`src/rtl/rs_param_station.sv`:
```
// rs_param_station: reservation station with separately sized ALU and memory
// pools. Both pools snoop the result buses every cycle and each pool drives
// one registered issue port. The ALU pool issues the oldest ready entry; the
// memory pool issues only its oldest entry, once that entry is ready.

module rs_pool #(
    parameter int XLEN     = 32,
    parameter int OP_W     = 5,
    parameter int TAG_W    = 4,
    parameter int DEPTH    = 4,
    parameter int NUM_CDB  = 2,
    parameter int AUX_W    = 1,
    parameter bit IN_ORDER = 1'b0
) (
    input  logic                       clk_i,
    input  logic                       rst_i,
    input  logic                       stall_i,
    input  logic                       flush_i,
    input  logic                       alloc_i,
    input  logic [OP_W-1:0]            op_i,
    input  logic [TAG_W-1:0]           des_i,
    input  logic [XLEN-1:0]            v1_i,
    input  logic [XLEN-1:0]            v2_i,
    input  logic [TAG_W-1:0]           q1_i,
    input  logic [TAG_W-1:0]           q2_i,
    input  logic [AUX_W-1:0]           aux_i,
    input  logic [NUM_CDB-1:0]         cdb_valid_i,
    input  logic [NUM_CDB*TAG_W-1:0]   cdb_tag_i,
    input  logic [NUM_CDB*XLEN-1:0]    cdb_data_i,
    input  logic                       out_ready_i,
    output logic                       out_valid_o,
    output logic [OP_W-1:0]            out_op_o,
    output logic [XLEN-1:0]            out_v1_o,
    output logic [XLEN-1:0]            out_v2_o,
    output logic [TAG_W-1:0]           out_des_o,
    output logic [AUX_W-1:0]           out_aux_o,
    output logic [$clog2(DEPTH+1)-1:0] count_o,
    output logic                       full_o
);
    localparam int CW = $clog2(DEPTH + 1);
    localparam int IW = $clog2(DEPTH);

    // Entry storage; older_q[i][j] set means entry i was allocated before entry j.
    logic [DEPTH-1:0] vld_q, vld_d;
    logic [OP_W-1:0]  op_q  [DEPTH];
    logic [OP_W-1:0]  op_d  [DEPTH];
    logic [TAG_W-1:0] des_q [DEPTH];
    logic [TAG_W-1:0] des_d [DEPTH];
    logic [XLEN-1:0]  v1_q  [DEPTH];
    logic [XLEN-1:0]  v1_d  [DEPTH];
    logic [XLEN-1:0]  v2_q  [DEPTH];
    logic [XLEN-1:0]  v2_d  [DEPTH];
    logic [TAG_W-1:0] q1_q  [DEPTH];
    logic [TAG_W-1:0] q1_d  [DEPTH];
    logic [TAG_W-1:0] q2_q  [DEPTH];
    logic [TAG_W-1:0] q2_d  [DEPTH];
    logic [AUX_W-1:0] aux_q [DEPTH];
    logic [AUX_W-1:0] aux_d [DEPTH];
    logic [DEPTH-1:0] older_q [DEPTH];
    logic [DEPTH-1:0] older_d [DEPTH];
    logic [CW-1:0]    cnt_q, cnt_d;

    // Issue register.
    logic             ov_q, ov_d;
    logic [OP_W-1:0]  oop_q, oop_d;
    logic [XLEN-1:0]  ov1_q, ov1_d, ov2_q, ov2_d;
    logic [TAG_W-1:0] odes_q, odes_d;
    logic [AUX_W-1:0] oaux_q, oaux_d;

    logic             sel_found_s, load_s, take_s;
    logic [IW-1:0]    sel_idx_s, free_idx_s;
    logic [DEPTH-1:0] rdy_s, cand_s;

    // Result-bus snoop: the lowest-numbered bus carrying a nonzero matching tag wins.
    function automatic logic [XLEN:0] cdb_lookup(
        input logic [TAG_W-1:0]         tag,
        input logic [NUM_CDB-1:0]       vld,
        input logic [NUM_CDB*TAG_W-1:0] tags,
        input logic [NUM_CDB*XLEN-1:0]  data
    );
        logic [XLEN:0] res;
        res = {(XLEN+1){1'b0}};
        for (int b = NUM_CDB - 1; b >= 0; b--) begin
            if (vld[b] && (tag != {TAG_W{1'b0}}) && (tags[b*TAG_W +: TAG_W] == tag)) begin
                res = {1'b1, data[b*XLEN +: XLEN]};
            end
        end
        return res;
    endfunction

    // Pick the issue candidate and the lowest free slot from registered state.
    always_comb begin
        logic blk;
        blk         = 1'b0;
        sel_found_s = 1'b0;
        sel_idx_s   = {IW{1'b0}};
        free_idx_s  = {IW{1'b0}};
        for (int i = 0; i < DEPTH; i++) begin
            rdy_s[i] = vld_q[i] && (q1_q[i] == {TAG_W{1'b0}}) && (q2_q[i] == {TAG_W{1'b0}});
        end
        // In-order pool only looks at the oldest entry; the other looks at the oldest ready one.
        cand_s = IN_ORDER ? vld_q : rdy_s;
        for (int i = DEPTH - 1; i >= 0; i--) begin
            if (!vld_q[i]) begin
                free_idx_s = IW'(i);
            end else begin
                free_idx_s = free_idx_s;
            end
        end
        for (int i = 0; i < DEPTH; i++) begin
            blk = 1'b0;
            for (int j = 0; j < DEPTH; j++) begin
                blk = blk | (cand_s[j] & older_q[j][i] & (i != j));
            end
            if (cand_s[i] && rdy_s[i] && !blk && !sel_found_s) begin
                sel_found_s = 1'b1;
                sel_idx_s   = IW'(i);
            end else begin
                sel_found_s = sel_found_s;
            end
        end
        load_s = (!ov_q || out_ready_i) && !stall_i;
        take_s = load_s && sel_found_s;
    end

    // Entry next state: wakeup, free on issue, allocation with same-cycle forwarding.
    always_comb begin
        logic [XLEN:0] w1, w2, a1, a2;
        logic [DEPTH-1:0] new_bit;
        a1      = cdb_lookup(q1_i, cdb_valid_i, cdb_tag_i, cdb_data_i);
        a2      = cdb_lookup(q2_i, cdb_valid_i, cdb_tag_i, cdb_data_i);
        w1      = {(XLEN+1){1'b0}};
        w2      = {(XLEN+1){1'b0}};
        new_bit = alloc_i ? ({{(DEPTH-1){1'b0}}, 1'b1} << free_idx_s) : {DEPTH{1'b0}};
        for (int i = 0; i < DEPTH; i++) begin
            w1 = cdb_lookup(q1_q[i], cdb_valid_i, cdb_tag_i, cdb_data_i);
            w2 = cdb_lookup(q2_q[i], cdb_valid_i, cdb_tag_i, cdb_data_i);
            if (alloc_i && (free_idx_s == IW'(i))) begin
                vld_d[i]   = 1'b1;
                op_d[i]    = op_i;
                des_d[i]   = des_i;
                aux_d[i]   = aux_i;
                v1_d[i]    = a1[XLEN] ? a1[XLEN-1:0] : v1_i;
                v2_d[i]    = a2[XLEN] ? a2[XLEN-1:0] : v2_i;
                q1_d[i]    = a1[XLEN] ? {TAG_W{1'b0}} : q1_i;
                q2_d[i]    = a2[XLEN] ? {TAG_W{1'b0}} : q2_i;
                older_d[i] = {DEPTH{1'b0}};
            end else begin
                vld_d[i]   = vld_q[i] && !(take_s && (sel_idx_s == IW'(i)));
                op_d[i]    = op_q[i];
                des_d[i]   = des_q[i];
                aux_d[i]   = aux_q[i];
                v1_d[i]    = w1[XLEN] ? w1[XLEN-1:0] : v1_q[i];
                v2_d[i]    = w2[XLEN] ? w2[XLEN-1:0] : v2_q[i];
                q1_d[i]    = w1[XLEN] ? {TAG_W{1'b0}} : q1_q[i];
                q2_d[i]    = w2[XLEN] ? {TAG_W{1'b0}} : q2_q[i];
                older_d[i] = older_q[i] | new_bit;
            end
        end
        cnt_d = cnt_q + CW'(alloc_i) - CW'(take_s);
    end

    // Issue register next state: load the selected entry, drain to NOP, or hold.
    always_comb begin
        if (take_s) begin
            ov_d   = 1'b1;
            oop_d  = op_q[sel_idx_s];
            ov1_d  = v1_q[sel_idx_s];
            ov2_d  = v2_q[sel_idx_s];
            odes_d = des_q[sel_idx_s];
            oaux_d = aux_q[sel_idx_s];
        end else if (load_s) begin
            ov_d   = 1'b0;
            oop_d  = {OP_W{1'b1}};
            ov1_d  = {XLEN{1'b0}};
            ov2_d  = {XLEN{1'b0}};
            odes_d = {TAG_W{1'b0}};
            oaux_d = {AUX_W{1'b0}};
        end else begin
            ov_d   = ov_q;
            oop_d  = oop_q;
            ov1_d  = ov1_q;
            ov2_d  = ov2_q;
            odes_d = odes_q;
            oaux_d = oaux_q;
        end
    end

    // Control state update; reset and flush both empty the pool.
    always_ff @(posedge clk_i) begin
        if (!rst_i || flush_i) begin
            vld_q  <= {DEPTH{1'b0}};
            cnt_q  <= {CW{1'b0}};
            ov_q   <= 1'b0;
            oop_q  <= {OP_W{1'b1}};
            ov1_q  <= {XLEN{1'b0}};
            ov2_q  <= {XLEN{1'b0}};
            odes_q <= {TAG_W{1'b0}};
            oaux_q <= {AUX_W{1'b0}};
        end else begin
            vld_q  <= vld_d;
            cnt_q  <= cnt_d;
            ov_q   <= ov_d;
            oop_q  <= oop_d;
            ov1_q  <= ov1_d;
            ov2_q  <= ov2_d;
            odes_q <= odes_d;
            oaux_q <= oaux_d;
        end
    end

    // Entry payload update; contents are meaningless while the valid bit is clear.
    always_ff @(posedge clk_i) begin
        op_q    <= op_d;
        des_q   <= des_d;
        v1_q    <= v1_d;
        v2_q    <= v2_d;
        q1_q    <= q1_d;
        q2_q    <= q2_d;
        aux_q   <= aux_d;
        older_q <= older_d;
    end

    assign out_valid_o = ov_q;
    assign out_op_o    = oop_q;
    assign out_v1_o    = ov1_q;
    assign out_v2_o    = ov2_q;
    assign out_des_o   = odes_q;
    assign out_aux_o   = oaux_q;
    assign count_o     = cnt_q;
    assign full_o      = (cnt_q == CW'(DEPTH));
endmodule

module rs_param_station #(
    parameter int XLEN      = 32,
    parameter int OP_W      = 5,
    parameter int TAG_W     = 4,
    parameter int ALU_DEPTH = 4,
    parameter int MEM_DEPTH = 4,
    parameter int NUM_CDB   = 2
) (
    input  logic                           clk,
    input  logic                           rst,
    input  logic                           stall,
    input  logic                           flush,
    input  logic                           in_valid,
    output logic                           in_ready,
    input  logic [OP_W-1:0]                in_op,
    input  logic [TAG_W-1:0]               in_des,
    input  logic [XLEN-1:0]                in_v1,
    input  logic [XLEN-1:0]                in_v2,
    input  logic [TAG_W-1:0]               in_q1,
    input  logic [TAG_W-1:0]               in_q2,
    input  logic [XLEN-1:0]                in_imm,
    input  logic                           in_br,
    input  logic [NUM_CDB-1:0]             cdb_valid,
    input  logic [NUM_CDB*TAG_W-1:0]       cdb_tag,
    input  logic [NUM_CDB*XLEN-1:0]        cdb_data,
    output logic                           alu_valid,
    input  logic                           alu_ready,
    output logic [OP_W-1:0]                alu_op,
    output logic [XLEN-1:0]                alu_v1,
    output logic [XLEN-1:0]                alu_v2,
    output logic [TAG_W-1:0]               alu_des,
    output logic                           alu_br,
    output logic                           mem_valid,
    input  logic                           mem_ready,
    output logic [OP_W-1:0]                mem_op,
    output logic [XLEN-1:0]                mem_v1,
    output logic [XLEN-1:0]                mem_v2,
    output logic [XLEN-1:0]                mem_imm,
    output logic [TAG_W-1:0]               mem_des,
    output logic [$clog2(ALU_DEPTH+1)-1:0] alu_count,
    output logic [$clog2(MEM_DEPTH+1)-1:0] mem_count
);
    // LB..SW opcode window selects the memory pool.
    localparam logic [OP_W-1:0] OP_LB = OP_W'(5'h12);
    localparam logic [OP_W-1:0] OP_SW = OP_W'(5'h19);

    logic is_mem_s, alu_full_s, mem_full_s, alu_alloc_s, mem_alloc_s;

    // Classify the dispatched opcode and grant it if its pool has room.
    always_comb begin
        is_mem_s = (in_op >= OP_LB) && (in_op <= OP_SW);
        if (stall || flush) begin
            in_ready = 1'b0;
        end else if (is_mem_s) begin
            in_ready = !mem_full_s;
        end else begin
            in_ready = !alu_full_s;
        end
        alu_alloc_s = in_valid && in_ready && !is_mem_s;
        mem_alloc_s = in_valid && in_ready && is_mem_s;
    end

    rs_pool #(
        .XLEN(XLEN), .OP_W(OP_W), .TAG_W(TAG_W), .DEPTH(ALU_DEPTH),
        .NUM_CDB(NUM_CDB), .AUX_W(1), .IN_ORDER(1'b0)
    ) u_alu_pool (
        .clk_i(clk), .rst_i(rst), .stall_i(stall), .flush_i(flush),
        .alloc_i(alu_alloc_s), .op_i(in_op), .des_i(in_des),
        .v1_i(in_v1), .v2_i(in_v2), .q1_i(in_q1), .q2_i(in_q2), .aux_i(in_br),
        .cdb_valid_i(cdb_valid), .cdb_tag_i(cdb_tag), .cdb_data_i(cdb_data),
        .out_ready_i(alu_ready), .out_valid_o(alu_valid), .out_op_o(alu_op),
        .out_v1_o(alu_v1), .out_v2_o(alu_v2), .out_des_o(alu_des), .out_aux_o(alu_br),
        .count_o(alu_count), .full_o(alu_full_s)
    );

    rs_pool #(
        .XLEN(XLEN), .OP_W(OP_W), .TAG_W(TAG_W), .DEPTH(MEM_DEPTH),
        .NUM_CDB(NUM_CDB), .AUX_W(XLEN), .IN_ORDER(1'b1)
    ) u_mem_pool (
        .clk_i(clk), .rst_i(rst), .stall_i(stall), .flush_i(flush),
        .alloc_i(mem_alloc_s), .op_i(in_op), .des_i(in_des),
        .v1_i(in_v1), .v2_i(in_v2), .q1_i(in_q1), .q2_i(in_q2), .aux_i(in_imm),
        .cdb_valid_i(cdb_valid), .cdb_tag_i(cdb_tag), .cdb_data_i(cdb_data),
        .out_ready_i(mem_ready), .out_valid_o(mem_valid), .out_op_o(mem_op),
        .out_v1_o(mem_v1), .out_v2_o(mem_v2), .out_des_o(mem_des), .out_aux_o(mem_imm),
        .count_o(mem_count), .full_o(mem_full_s)
    );
endmodule

```
`config.mk`:
```
export PLATFORM = sky130hd
export DESIGN_NAME = rs_param_station
export DESIGN_NICKNAME = d
export VERILOG_FILES = /design/src/rtl/rs_param_station.sv
export SDC_FILE = /design/constraint.sdc
export NUM_CORES = 2
export LEC_CHECK = 0
export BUFFER_PORTS_ARGS = -buffer_cell sky130_fd_sc_hd__buf_4
export CAP_MARGIN = 20
export CORE_MARGIN = 2
export CORE_UTILIZATION = 29
export DETAILED_ROUTE_END_ITERATION = 7
export SLEW_MARGIN = 20
export SYNTH_ARGS = -nofsm -noshare
export SYNTH_HDL_FRONTEND = slang
export SYNTH_SLANG_ARGS = --single-unit
export TNS_END_PERCENT = 10
```
`constraint.sdc`:
```
create_clock -name clk -period 3.6 [get_ports clk]
set_input_delay 0.54 -clock clk [delete_from_list [all_inputs] [get_ports clk]]
set_output_delay 0.54 -clock clk [all_outputs]
set_load 0.02 [all_outputs]
```
==> flow_results.org <==
** Placement
- Standard cell area after detailed placement :: 56200 um2
- Including well taps, the total number of placed cells is 6860.
- HPWL Detailed :: between 100000 and 150000 um
- Routability Congestion :: around 0.92
- PortBufs :: between 300 and 400

** Global route
- The via count of the first global-routing pass came to roughly 38000.
- Number of antenna violations at the first check in global routing :: 7
- The first global-routing pass estimated roughly 270000 um of wire.
- Global routing consumed, on the met3 layer, 4.10% of the routing resources.
- For met2 alone, demand over resource in global routing was approximately 33%.
- Routing usage on met1 :: between 20% and 30%
- The layer flagged by global routing as most heavily used is met2.
- Total GRT Usage :: between 20 and 25%
- For this run the aggregate overflow at the end of global routing stands at 0.
- Entering global routing, the biggest net connects 95 pins.

** Synthesis
- Xor/xnor cell area share of the yosys netlist :: approximately 2.4%
- Summing every instance area after synthesis gives approximately 50000 um2.
- Dominant combinational cell family by area after synthesis :: compound AO/OA/AOI/OAI gates
- For this run, asynchronously set or reset flops after synthesis account for 0%.
- Mux cell area share after synthesis :: between 10 and 15%
- edfxtp_1 takes more of the synthesized area than any other cell.
- The share of the Yosys chip area taken by registers is approximately 56%.
- Summed over its instances, the top area cell type makes up 46.9% of the synthesized netlist area.
- For this run, the leading register cell type out of synthesis is edfxtp_1.
- Synthesized instance count :: 4464
- The synthesized netlist devotes 15.6% of its cell area to compound gates.
- Summing the areas of all and, or, nand and nor instances in the mapped netlist gives ~8.1% of the synthesized area.
- Counting every net in the synthesized netlist gives roughly 4700.
- In this run, synthesis produced a sequential element count of 999.
- In the post-synthesis netlist, the biggest area contributors are edfxtp_1 (47%), dfxtp_1 (8.8%), mux2i_1 (7.3%), mux2_2 (6.5%), o21ai_0 (4.0%).
- Number of flops mapped to enable cells by yosys :: 780
- Yosys printed 0 warnings.
- Distinct cell type count of the synthesized netlist :: 59
- The average instance in the mapped netlist occupies around 11 um2.
- Of the total synthesized cell area, the portion taken by full adders, half adders and majority gates is 0.180%.

** Job
- The tool flagged a number of max-cap violations equal to 0.

** Floorplan
- After floorplanning, the core was sized to cover roughly 170000 um2.
- Total die area :: around 180000 um2
- In this run the horizontal extent of the chip is 419 um.
- Die Y-Extent :: approximately 420 um
- IO Count :: ~380
- The initialized floorplan defines approximately 150 standard-cell rows.
- Initial Utilization :: 29.1%

** Setup path
- Among all stages on the critical path, the largest delay is contributed by nor4_2.
- On the worst path, the slowest cell contributes a delay of approximately 570 ps.
- Crit path cell chain :: nor4_2 > nand4_1 > nand4_1 > o21a_1 > a31oi_1 > ha_1 > inv_1 > ha_1 > fa_1 > xnor2_1 > xnor2_1 > nor2_1
- CP startpoint kind :: flip-flop
- Endpoint type of the worst setup path :: flip-flop
- Critical path start-end classification :: reg -> reg
- CP required :: 4220 ps
- In this run the worst path has a maximum fanout of 5.
- For the worst setup path, the data arrival time is ~4000 ps.

** Timing
- Setup repair after global routing left no endpoint under its margin.
- Clk_skew :: 20.1 ps
- Setup violations remaining at the end of the flow were counted as 0.
- Final Max Tran Viols :: 0
- Achievable frequency :: between 200 and 300 MHz
- The worst pin sits at a relative slew slack of 31.2%.
- At the pin with the least slew margin, the transition time is 1030 ps.
- The hold violation count in the final report came to 0.
- Period minus WS final :: ~3400 ps
- Summed negative setup slack over all endpoints :: 0 ps
- The worst path uses about 93% of the clock period.

** Clocking
- Hold-fix buffers at CTS :: 33
- CTS tree :: done
- Reg clk slew, reported paths :: 70 ps
- Buffers inserted during clock tree synthesis total approximately 110.
- The tree is rooted in a clkbuf_16.
- Clock Latency Late Sink :: 740 ps
- The number of setup buffers added after CTS is 0.
- CTS built an H-tree with a depth of 3.
- # clock sinks :: between 900 and 1000
- Gates resized during post-CTS repair numbered 0.
- Number of buffers between clock root and the deepest sink :: 3

** Final layout
- The post-route netlist has around 23% of its cells at a drive strength greater than 1.
- Compared with the post-synthesis result, the final layout area differs by 20.2%.
- Final net count :: roughly 5000
- Excluding fillers, the count of instances in the completed layout stands at around 7100.
- After routing the design area is 60000 um2.

** Outcome
- The flow ran to the end, and the final reports show no timing, DRC or antenna violations.

** Route
- Wire length after detailed routing :: 188000 um
- In the routed design, unresolved DRC markers number 0.
- Drt first-iter violations :: roughly 4400
- Wire per inst :: 26.5 um
- After detailed routing, the number of vias per cell comes to between 5 and 6.
- For this block, the via count after detailed routing is ~40000.
- The first detailed-routing pass took 6 iterations.
- The detail route stage leaves a number of antenna-violating nets equal to 0.

** Pwr
- For this design the ratio of total power to cell area is about 440 nW/um2.
- Leakage :: around 21 nW
- Total design power :: around 26 mW
- Across the VDD grid, the largest voltage drop is about 0.37 mV.

** Hold path
- Worst hold path class :: in -> reg
report_power, final:
part           internal (mW)  total [mW]  switching [mW]
sequential              12.6        12.7          0.0955
clock                   6.33        11.1            4.79
combinational          0.818        2.34            1.52
total                   19.8        26.2            6.40
sequential cells by signal (all words and copies together) (netlist names), 12 cells and up:
signal and flops:
u_mem_pool.out_aux_o 32, u_alu_pool.q2_q 16, u_alu_pool.out_v1_o 32, u_alu_pool.v2_q 128
u_alu_pool.out_v2_o 32, u_alu_pool.op_q 20, u_mem_pool.aux_q 128, u_alu_pool.des_q 16
u_mem_pool.out_v2_o 32, u_mem_pool.out_v1_o 32, u_mem_pool.q2_q 16, u_mem_pool.older_q 12
u_mem_pool.des_q 16, u_mem_pool.v1_q 128, u_mem_pool.q1_q 16, u_mem_pool.v2_q 128
u_alu_pool.q1_q 16, u_mem_pool.op_q 20, u_alu_pool.v1_q 128, u_alu_pool.older_q 12
cell families after synthesis:
family          after synthesis
compound gates             1309
flops                       999
simple gates                833
mux                         650
buf+inv                     531
xor+xnor                    136
fa+ha+maj                     6
synthesized netlist by cell type, types with 3 or more instances:
cell type,count
a21boi_0,3
a21o_1,4
a21oi_1,375
a221oi_1,38
a22o_1,73
a22oi_1,110
a31oi_1,4
a41o_1,10
and2_1,7
and3_1,17
and4_1,3
buf_1,27
buf_2,107
buf_4,6
clkbuf_1,367
dfxtp_1,219
edfxtp_1,780
ha_1,4
inv_1,21
inv_2,3
mux2_2,288
mux2i_1,362
nand2_1,98
nand2b_1,15
nand3_1,297
nand4_1,21
nor2_1,229
nor2b_1,9
nor3_1,30
nor4_1,22
nor4_2,3
o211ai_1,3
o21a_1,12
o21ai_0,400
o21ai_1,85
o221ai_1,55
o22ai_1,128
or3_1,68
xnor2_1,64
xor2_1,72
cell type report:
class | instances | area (um2)
Clock buffer | 152 | 3050
Tap cell | 2310 | 2890
Clock inverter | 45 | 453
Timing Repair Buffer | 626 | 5500
Inverter | 24 | 91.3
Antenna cell | 3 | 7.51
Multi-Input combinational cell | 2934 | 20200
Sequential cell | 999 | 27800
Fill cell | 16791 | 111000
final timing paths:
check        cells past startpoint              startpoint  slack [ps]                     end
max                             12      u_alu_pool.q2_q[1]         240   u_alu_pool.count_o[2]
min                              1                in_op[1]          70      u_mem_pool.op_q[6]
max reg2reg                     12      u_alu_pool.q2_q[1]         240   u_alu_pool.count_o[2]
min reg2reg                      2  u_mem_pool.older_q[14]         440  u_mem_pool.older_q[14]
worst max-delay path: cells and delay by family (launching register included):
kind	cells	cell delay, ps
simple gates	4	1080
fa+ha+maj	3	910
flops	1	450
compound gates	2	410
xor+xnor	2	340
buf+inv	1	50
layer usage:
metal,part of all wire [%],vias up
met2,47,1968
li1,-,17379
met5,0.015,-
met1,39,19655
met4,5.3,6
met3,8.7,414
stage by stage:
step | utilization, % | setup slack, ps | hold WS (ps)
after floorplan | - | 54.9 | 418
after detailed placement | 32.8 | 296 | 430
after CTS | 35.0 | 291 | 13.1
after global routing | 35.0 | 74.6 | 49.5
final | 35.0 | 242 | 74.0
after global placement | 32.8 | 405 | 428
cells in the final DEF (no fill, tap or decap), drive strengths merged, types with 64 or more instances in the layout:
| cell | n |
|---|---|
| xnor2 | 64 |
| or3 | 68 |
| mux2 | 288 |
| edfxtp | 780 |
| clkbuf | 152 |
| o21ai | 485 |
| nand2 | 99 |
| xor2 | 72 |
| dfxtp | 219 |
| buf | 593 |
| a22o | 73 |
| a21oi | 375 |
| mux2i | 362 |
| nand3 | 297 |
| o22ai | 128 |
| a22oi | 110 |
| nor2 | 229 |
No activity file was read; power rests on OpenSTA's default activity.
